$ cat config.mk
export PLATFORM = sky130hd
export DESIGN_NAME = framebuffer_reader_flat
export DESIGN_NICKNAME = d
export VERILOG_FILES = /design/src/rtl/framebuffer_reader_pkg.sv /design/src/rtl/framebuffer_reader_if.sv /design/src/rtl/framebuffer_reader_sig_delay.sv /design/src/rtl/framebuffer_reader.sv /design/src/flat_wrapper.sv
export SDC_FILE = /design/constraint.sdc
export NUM_CORES = 1
export LEC_CHECK = 0
export BUFFER_PORTS_ARGS = -buffer_cell sky130_fd_sc_hd__buf_2
export CAP_MARGIN = 20
export CELL_PAD_IN_SITES_DETAIL_PLACEMENT = 2
export CELL_PAD_IN_SITES_GLOBAL_PLACEMENT = 2
export CORE_MARGIN = 5
export CORE_UTILIZATION = 25
export CTS_CLUSTER_DIAMETER = 50
export DETAILED_ROUTE_END_ITERATION = 7
export PLACE_DENSITY = 0.69
export SETUP_SLACK_MARGIN = 0.1
export SLEW_MARGIN = 10
export SYNTH_ARGS = -nofsm -noshare
export SYNTH_HDL_FRONTEND = slang
export SYNTH_HIERARCHICAL = 1
export SYNTH_SLANG_ARGS = --single-unit
$ cat constraint.sdc
create_clock -name i_pixclk -period 2 [get_ports i_pixclk]
set_input_delay 0.3 -clock i_pixclk [delete_from_list [all_inputs] [get_ports i_pixclk]]
set_output_delay 0.3 -clock i_pixclk [all_outputs]
set_load 0.01 [all_outputs]
$ cat src/rtl/framebuffer_reader_pkg.sv
// rtl/framebuffer_reader_pkg.sv - shared constants and helpers for the framebuffer reader
package framebuffer_reader_pkg;

    // Field positions inside a packed {R,G,B} framebuffer word.
    localparam int NUM_CH = 3;
    localparam int CH_R   = 2;
    localparam int CH_G   = 1;
    localparam int CH_B   = 0;

    function automatic int clog2(input int value);
        int result;
        result = 0;
        for (int i = 0; i < 31; i++) begin
            if ((1 << i) < value) result = i + 1;
        end
        return result;
    endfunction

    function automatic int fb_w(input int h_res, input int scale);
        return h_res / scale;
    endfunction

    function automatic int fb_h(input int v_res, input int scale);
        return v_res / scale;
    endfunction

endpackage

$ cat src/rtl/framebuffer_reader_if.sv
// rtl/framebuffer_reader_if.sv - read port between the framebuffer reader and its block RAM
interface framebuffer_reader_if
    import framebuffer_reader_pkg::*;
#(
    parameter int ADDRW = 17,
    parameter int DATAW = NUM_CH * 4
);
    logic             fb_rd;
    logic [ADDRW-1:0] fb_addr;
    logic [DATAW-1:0] fb_data;

    modport master (output fb_rd, output fb_addr, input fb_data);
    modport slave  (input fb_rd, input fb_addr, output fb_data);
endinterface

$ cat src/rtl/framebuffer_reader_sig_delay.sv
// rtl/framebuffer_reader_sig_delay.sv - fixed-depth shift-register delay with a reset value
module framebuffer_reader_sig_delay #(
    parameter int               WIDTH   = 1,
    parameter int               DEPTH   = 1,
    parameter logic [WIDTH-1:0] RST_VAL = '0
) (
    input  logic             clk,
    input  logic             rst,
    input  logic [WIDTH-1:0] din,
    output logic [WIDTH-1:0] dout
);
    logic [WIDTH-1:0] stage [DEPTH];

    always_ff @(posedge clk) begin
        if (rst) begin
            for (int i = 0; i < DEPTH; i++) stage[i] <= RST_VAL;
        end else begin
            stage[0] <= din;
            for (int i = 1; i < DEPTH; i++) stage[i] <= stage[i-1];
        end
    end

    assign dout = stage[DEPTH-1];
endmodule

$ cat src/rtl/framebuffer_reader.sv
// rtl/framebuffer_reader.sv - scaled framebuffer pixel source with sync delay matched to RAM latency
module framebuffer_reader
    import framebuffer_reader_pkg::*;
#(
    parameter int H_RES     = 640,
    parameter int V_RES     = 480,
    parameter int SCALE     = 2,
    parameter int COLR_BITS = 4,
    parameter int FB_ADDRW  = 17,
    parameter int MEM_LAT   = 1,
    parameter bit H_POL     = 1'b0,
    parameter bit V_POL     = 1'b0
) (
    input  logic                 i_pixclk,
    input  logic                 i_rst,
    input  logic                 i_hs,
    input  logic                 i_vs,
    input  logic                 i_de,
    input  logic                 i_frame,
    framebuffer_reader_if.master fb,
    output logic                 o_hs,
    output logic                 o_vs,
    output logic                 o_de,
    output logic [COLR_BITS-1:0] o_r,
    output logic [COLR_BITS-1:0] o_g,
    output logic [COLR_BITS-1:0] o_b
);
    localparam int FB_W    = fb_w(H_RES, SCALE);
    localparam int FB_SIZE = FB_W * fb_h(V_RES, SCALE);
    localparam int SUB_W   = (SCALE > 1) ? clog2(SCALE) : 1;

    localparam logic [SUB_W-1:0]  SUB_MAX   = SUB_W'(SCALE - 1);
    localparam logic [FB_ADDRW:0] LINE_STEP = (FB_ADDRW+1)'(FB_W);
    localparam logic [FB_ADDRW:0] FB_END    = (FB_ADDRW+1)'(FB_SIZE);
    localparam logic [3:0]        DLY_RST   = {~H_POL, ~V_POL, 1'b0, 1'b0};

    logic                sync_ok;
    logic                sync_now;
    logic                de_q;
    logic [FB_ADDRW-1:0] line_base;
    logic [FB_ADDRW-1:0] col_addr;
    logic [SUB_W-1:0]    col_sub;
    logic [SUB_W-1:0]    row_sub;
    logic [FB_ADDRW:0]   next_base;

    // A frame pulse arms the reader in its own cycle so a coincident de cycle reads address 0.
    assign sync_now  = sync_ok | i_frame;
    assign next_base = {1'b0, line_base} + LINE_STEP;

    always_ff @(posedge i_pixclk) begin
        if (i_rst) begin
            sync_ok    <= 1'b0;
            de_q       <= 1'b0;
            line_base  <= '0;
            col_addr   <= '0;
            col_sub    <= '0;
            row_sub    <= '0;
            fb.fb_rd   <= 1'b0;
            fb.fb_addr <= '0;
        end else begin
            de_q     <= i_de;
            fb.fb_rd <= i_de & sync_now;
            if (i_frame) begin
                sync_ok    <= 1'b1;
                line_base  <= '0;
                col_addr   <= '0;
                col_sub    <= '0;
                row_sub    <= '0;
                fb.fb_addr <= '0;
            end else if (sync_ok) begin
                fb.fb_addr <= line_base + col_addr;
                if (i_de) begin
                    if (col_sub == SUB_MAX) begin
                        col_sub  <= '0;
                        col_addr <= col_addr + 1'b1;
                    end else begin
                        col_sub <= col_sub + 1'b1;
                    end
                end else if (de_q) begin
                    col_addr <= '0;
                    col_sub  <= '0;
                    if (row_sub == SUB_MAX) begin
                        row_sub   <= '0;
                        // An over-long frame restarts at the top rather than reading past the buffer.
                        line_base <= (next_base >= FB_END) ? '0 : next_base[FB_ADDRW-1:0];
                    end else begin
                        row_sub <= row_sub + 1'b1;
                    end
                end
            end
        end
    end

    logic hs_d, vs_d, de_d, ok_d;

    framebuffer_reader_sig_delay #(
        .WIDTH   (4),
        .DEPTH   (MEM_LAT + 1),
        .RST_VAL (DLY_RST)
    ) u_sync_delay (
        .clk  (i_pixclk),
        .rst  (i_rst),
        .din  ({i_hs, i_vs, i_de, sync_now}),
        .dout ({hs_d, vs_d, de_d, ok_d})
    );

    always_ff @(posedge i_pixclk) begin
        if (i_rst) begin
            o_hs <= ~H_POL;
            o_vs <= ~V_POL;
            o_de <= 1'b0;
            o_r  <= '0;
            o_g  <= '0;
            o_b  <= '0;
        end else begin
            o_hs <= hs_d;
            o_vs <= vs_d;
            o_de <= de_d;
            if (de_d && ok_d) begin
                o_r <= fb.fb_data[CH_R*COLR_BITS +: COLR_BITS];
                o_g <= fb.fb_data[CH_G*COLR_BITS +: COLR_BITS];
                o_b <= fb.fb_data[CH_B*COLR_BITS +: COLR_BITS];
            end else begin
                o_r <= '0;
                o_g <= '0;
                o_b <= '0;
            end
        end
    end
endmodule

$ cat src/flat_wrapper.sv
// flat-port wrapper written by rule: the top's interface ports become plain ports
module framebuffer_reader_flat import framebuffer_reader_pkg::*;
#(
    parameter int H_RES     = 640,
    parameter int V_RES     = 480,
    parameter int SCALE     = 2,
    parameter int COLR_BITS = 4,
    parameter int FB_ADDRW  = 17,
    parameter int MEM_LAT   = 1,
    parameter bit H_POL     = 1'b0,
    parameter bit V_POL     = 1'b0
)
  (i_pixclk, i_rst, i_hs, i_vs, i_de, i_frame, o_hs, o_vs, o_de, o_r, o_g, o_b, fb_fb_rd, fb_fb_addr, fb_fb_data);
  framebuffer_reader_if #(.ADDRW(17), .DATAW(12)) fb_i ();
  input  logic i_pixclk;
  input  logic i_rst;
  input  logic i_hs;
  input  logic i_vs;
  input  logic i_de;
  input  logic i_frame;
  output logic o_hs;
  output logic o_vs;
  output logic o_de;
  output logic [COLR_BITS-1:0] o_r;
  output logic [COLR_BITS-1:0] o_g;
  output logic [COLR_BITS-1:0] o_b;
  output wire logic [$bits(fb_i.fb_rd)-1:0] fb_fb_rd;
  output wire logic [$bits(fb_i.fb_addr)-1:0] fb_fb_addr;
  input wire logic [$bits(fb_i.fb_data)-1:0] fb_fb_data;
  assign fb_fb_rd = fb_i.fb_rd;
  assign fb_fb_addr = fb_i.fb_addr;
  assign fb_i.fb_data = fb_fb_data;
  framebuffer_reader #(.H_RES(H_RES), .V_RES(V_RES), .SCALE(SCALE), .COLR_BITS(COLR_BITS), .FB_ADDRW(FB_ADDRW), .MEM_LAT(MEM_LAT), .H_POL(H_POL), .V_POL(V_POL)) u_core (.i_pixclk(i_pixclk), .i_rst(i_rst), .i_hs(i_hs), .i_vs(i_vs), .i_de(i_de), .i_frame(i_frame), .fb(fb_i), .o_hs(o_hs), .o_vs(o_vs), .o_de(o_de), .o_r(o_r), .o_g(o_g), .o_b(o_b));
endmodule
[Word-level counts from Yosys, hierarchy flattened]
Memories as Yosys holds them, arrays and structs flattened.
Cells that the tools add are included.
Operators by class
  add/sub/neg operators: 5
  magnitude comparators: 1
  eq/ne operators: 1
  multiplexer cells: 13
  bitwise operators: 6
  reduce and logical (&&, ||, !) cells: 8
Operator list (count)
  2-to-1 mux 17 bit: 4
  adder 17 x 9 -> 18 bit, second input constant: 1
  greater-or-equal comparator 18 x 17 -> 1 bit, second input constant: 1
  adder 17 x 1 -> 17 bit, second input constant: 1
  adder 17 bit: 1
  2-to-1 mux 4 bit: 2
  2-to-1 mux 1 bit: 7
  AND reduction 3 bit: 2
  AND reduction 4 bit: 1
  OR reduction 2 bit: 2
  bitwise OR 1 bit: 3
  adder 1 bit, second input constant: 2
  != test 2 x 1 -> 1 bit, second input constant: 1
  inverter 1 bit: 2
  AND reduction 2 bit: 1
  nonzero test 2 bit: 1
  bitwise AND 1 bit: 1
  logical AND 1 bit: 1
Storage, ports and cells
  register bits: 71
  bits in writable memories: 8
  bits of input ports: 18
  output and inout bits: 33
  logic and storage cells: 49
  memories kept: 1
Memories
  u_core.u_sync_delay.stage: words 2, width 4, read ports 2, clocked after Yosys merged registers in 0, write ports 2, line framebuffer_reader_sig_delay.sv:12  | logic [WIDTH-1:0] stage [DEPTH];

[Longest topological paths before layout]
  word-level depth: 3
  mapped depth: 7
  gate-level depth less buffers: 7

[Hierarchy]
The synthesis kept the hierarchy.
By module, submodules not included
  framebuffer_reader: instances 1, cells an instance 345, area each 3128.0 µm², sequential area each 1301.2 µm²
  framebuffer_reader_sig_delay: instances 1, cells an instance 20, area each 240.2 µm², sequential area each 160.2 µm²

[Worst setup path before layout]
Ideal clock, no wire load.
  kind: reg-to-reg
  start point: register u_core.line_base[6]
  end point: register u_core.line_base[13]
  library setup time: 0.132 ns
  arrival time: 1.746 ns
  data required time: 1.868 ns
  path slack: 0.122 ns
  stages on the path, launching flop included: 8
  buffers on the path: 0
  clock period less this slack: 1.878 ns
  cell sequence: dfxtp_1 -> ha_1 -> o21ai_0 -> nor2_1 -> a2bb2oi_1 -> a2111oi_0 -> o31ai_1 -> o41ai_2
On the way
  longest elaborated chain between the ends: 3
Ends and longest elaborated chain
  from (decl): line framebuffer_reader.sv:40  | logic [FB_ADDRW-1:0] line_base;
  from (signal assigned): line framebuffer_reader.sv:85  | line_base <= (next_base >= FB_END) ? '0 : next_base[FB_ADDRW-1:0];
  adder 17 x 9 -> 18 bit (*): line framebuffer_reader.sv:48  | assign next_base = {1'b0, line_base} + LINE_STEP;
  greater-or-equal comparator 18 x 17 -> 1 bit: line framebuffer_reader.sv:85
  2-to-1 mux 17 bit (*): line framebuffer_reader.sv:85
Mark *: on every way between the ends. The rest lies on a longest branch, timed or not.
A chain may end at the register's enable or synchronous reset.

[Worst setup path after layout]
  start point: register u_core.line_base[7]
  end point: register u_core.line_base[9]
The elaborated chain is that of the path after synthesis.

==> results.tsv <==
stage	metric	value	unit
sta	rsz0062_at_grt	yes	
die	row_count	42	
worst_setup_path	start_kind	flip-flop	
worst_setup_path	path_class	reg -> reg	
sta	tightestPinTransition	621	ps
sta	period_share	105	%
worst_setup_path	path_max_fanout	6	
worst_setup_path	cpPeakStageDelay	390	ps
route	routed_wl	11300	µm
synth	syn_avg_cell_area	9.23	µm²
placed_design	io_buffers	50	
synth	synth-seq-area-share	43.4	%
synth	synth_seq_cells	73	
clock_network	clock_latency	340	ps
synth	synthDistinctLibCells	58	
clock_network	clock-sinks	73	
synth	ys_warn_count	6	
grt	grt_pass1_vias	3323	
die	core_area	13200	µm²
worst_setup_path	worstSetupEndpointType	flip-flop	
clock_network	cts_hold_buf	0	
grt	antenna_found_initial	0	
clock_network	cts_tree	done	
layout	multiInputGateArea	2020	µm²
layout	final_cell_area	4720	µm²
worst_setup_path	cp.required	2240	ps
sta	period_minus_slack	2090	ps
worst_setup_path	crit_chain	ha_4 -> o2111ai_2 -> xor2_2 -> o21ai_2 -> a21oi_4 -> o2111ai_4 -> buf_4 -> o32ai_2	
route	drtIter0Drc	105	
layout	final_util	35.6	%
route	routed_via_density	4.72	
placed_design	hpwl	7600	µm
sta	timing.slew.headroom	58.5	%
clock_network	clk_path_buf_depth	2	
layout	area.sequential	1480	µm²
route	via_count	3032	
clock_network	clk_pin_slew	60	ps
sta	finalWorstSetupSlack	-90.7	ps
grt	track_usage	13.9	%
synth	synth_edf_count	0	
synth	synth_flop_cell	dfxtp_1	
placed_design	gp_congestion	0.806	
sta	max_freq	478	MHz
layout	antennaDiodeCount	0	
worst_setup_path	worstPathArrival	2330	ps
sta	hold_violations	0	
worst_setup_path	slowest_stage	dfxtp_4	
synth	synth_nets	396	
grt	grt_max_degree	17	
grt	grt-ovfl-total	0	
power_and_ir_drop	leakage	0.00196	µW
clock_network	cts-root-buf	clkbuf_16	
layout	syn2layout_area_growth	40.0	%
route	ant_nets	0	
route	avgRoutedWirePerCell	17.6	µm
die	die_x	126	µm
sta	fin_skew	5.26	ps
clock_network	cts-buffers-inserted	9	
die	dieArea	15900	µm²
job	max_cap_violations	0	
die	pin_count	51	
synth	syn-cell-area	3370	µm²
die	die_h	126	µm
sta	setup_violations	8	
sta	hold_slack	156	ps
route	drc	0	
min_path	min_path_type	in -> reg	
synth	synthesis.instances	365	
layout	num-fill-cells	1496	
placed_design	dpl_cell_area	3980	µm²
run_status	status	finished with violations	
run_status	violations	setup timing	
grt	grt_pass1_wl	17700	µm
layout	nNetsFinal	492	
die	start_util	25.4	%
power_and_ir_drop	peakVddDrop	0.354	mV
clock_network	htreeDepth	3	
sta	finalMaxSlewViolations	0	
route	dr.pass1.iters	4	
power_and_ir_drop	p_per_area	719	nW/µm²
synth	synthArstFlopShare	0	%
layout	drive_gt1_share	37.3	%
==> registers in the layout, summed over array words and instances (netlist names) <==
name	cells
u_core/o_b	4
u_core/row_sub	1
u_core/fb.fb_rd	1
u_core/de_q	1
u_core/o_vs	1
u_core/sync_ok	1
u_core/line_base	11
u_core/o_r	4
u_core/u_sync_delay/stage	8
u_core/o_de	1
u_core/o_g	4
u_core/fb.fb_addr	17
u_core/col_sub	1
u_core/col_addr	17
u_core/o_hs	1
==> per-stage QoR <==
stage | power, µW | worst slack, ps | std cells | TNS [ps]
6_report | 3390 | -90.7 | 642 | -221
5_1_grt | 3520 | -180 | 642 | -1450
4_1_cts | 3460 | 61.7 | 628 | 0
3_5_place_dp | 1640 | -117 | 606 | -1050
3_3_place_gp | 1640 | -45.0 | 606 | -77.7
2_1_floorplan | 1580 | 122 | 365 | 0
==> repair_timing <==
item / in CTS / in global routing
cloned: 1 / 0
pin swaps: 1 / 21
endpoints found under the hold margin: 0 / 0
endpoints found under the setup margin: 16 / 21
buffers inserted: 5 / 14
gates resized for setup: 29 / 35
==> layer usage <==
layer | part of all wire [%] | up-vias | wire, µm | global-route usage [%]
li1 | - | 1471 | - | -
met5 | 0 | - | 0 | 0
met4 | 1.3 | 0 | 149 | 3.47
met1 | 43 | 1480 | 4910 | 16.9
met3 | 4.9 | 11 | 558 | 4.78
met2 | 50 | 70 | 5690 | 23.5
==> cell type report <==
| class | count | area share [%] |
|---|---|---|
| Clock inverter | 4 | 1.59 |
| Sequential cell | 73 | 31.3 |
| Timing Repair Buffer | 100 | 13.4 |
| Tap cell | 176 | 4.67 |
| Clock buffer | 12 | 5.44 |
| Inverter | 9 | 0.716 |
| Multi-Input combinational cell | 268 | 42.8 |
==> final timing paths <==
path              slack, ps  cells after the start                         endpoint                       startpoint
setup reg to reg        -90                      8              u_core/line_base[9]              u_core/line_base[7]
hold / removal          160                      2  u_core/u_sync_delay/stage[0][2]                             i_vs
setup / recovery        -90                      8              u_core/line_base[9]              u_core/line_base[7]
hold reg to reg         400                      1  u_core/u_sync_delay/stage[0][7]  u_core/u_sync_delay/stage[0][3]
==> Yosys cell counts (3+ instances only) <==
master / instances / area, µm²
a21o_1: 3 / 22.5
a211oi_1: 6 / 45.0
or2_2: 5 / 31.3
o21ai_0: 14 / 70.1
nand2_1: 24 / 90.1
nand3_1: 16 / 80.1
or2_1: 4 / 25.0
nor2_1: 48 / 180
clkbuf_1: 7 / 26.3
dfxtp_1: 73 / 1460
a21oi_1: 12 / 60.1
nor3_1: 10 / 50.1
a21boi_0: 3 / 22.5
ha_1: 13 / 163
xor2_1: 15 / 131
nor2b_1: 8 / 50.1
and3_1: 16 / 100
inv_1: 9 / 33.8
buf_4: 4 / 30.0
xnor2_1: 16 / 140
mux2i_1: 10 / 100
==> where the power goes <==
| part | internal, µW | switching (µW) |
|---|---|---|
| Clock | 1160 | 621 |
| Sequential | 1470 | 10.6 |
| Combinational | 50.4 | 76.5 |
==> cell families after synthesis <==
| kind of cell | after synthesis | synth area share [%] |
|---|---|---|
| AO/OA/AOI/OAI | 64 | 14.6 |
| AND/OR/NAND/NOR | 147 | 21.9 |
| flip-flops | 73 | 43.4 |
| other | 1 | 0.111 |
| multiplexers | 11 | 3.31 |
| buffers and inverters | 25 | 3.79 |
| adder cells (fa/ha/maj) | 13 | 4.83 |
| XOR/XNOR | 31 | 8.06 |
==> placed cells by master (no fill, tap or decap), types with 3 or more instances in the layout <==
master / netlist / routed
mux2i_1: 10 / 10
nor3_1: 10 / 5
xor2_1: 15 / 13
and3_1: 16 / 16
or2_1: 4 / 4
dfxtp_2: 0 / 7
nor2b_1: 8 / 8
a21oi_4: 2 / 3
xnor2_1: 16 / 15
a211oi_1: 6 / 5
or2_2: 5 / 5
ha_1: 13 / 10
o21ai_1: 0 / 6
a21oi_1: 12 / 7
o21ai_2: 1 / 4
nor2_1: 48 / 45
a21oi_2: 0 / 4
buf_2: 1 / 50
o21ai_0: 14 / 5
clkbuf_16: 0 / 9
nand2_1: 24 / 24
nor3_2: 0 / 4
buf_4: 4 / 48
nand3_1: 16 / 16
inv_1: 9 / 9
dfxtp_1: 73 / 64
==> worst max-delay path: cells and delay by family, from the launching register on <==
kind	cells	cell delay, ps
adder cells (fa/ha/maj)	1	200
flip-flops	1	390
buffers and inverters	1	180
XOR/XNOR	1	210
AO/OA/AOI/OAI	5	1010
Note: power is estimated with default switching activity, not from simulation.
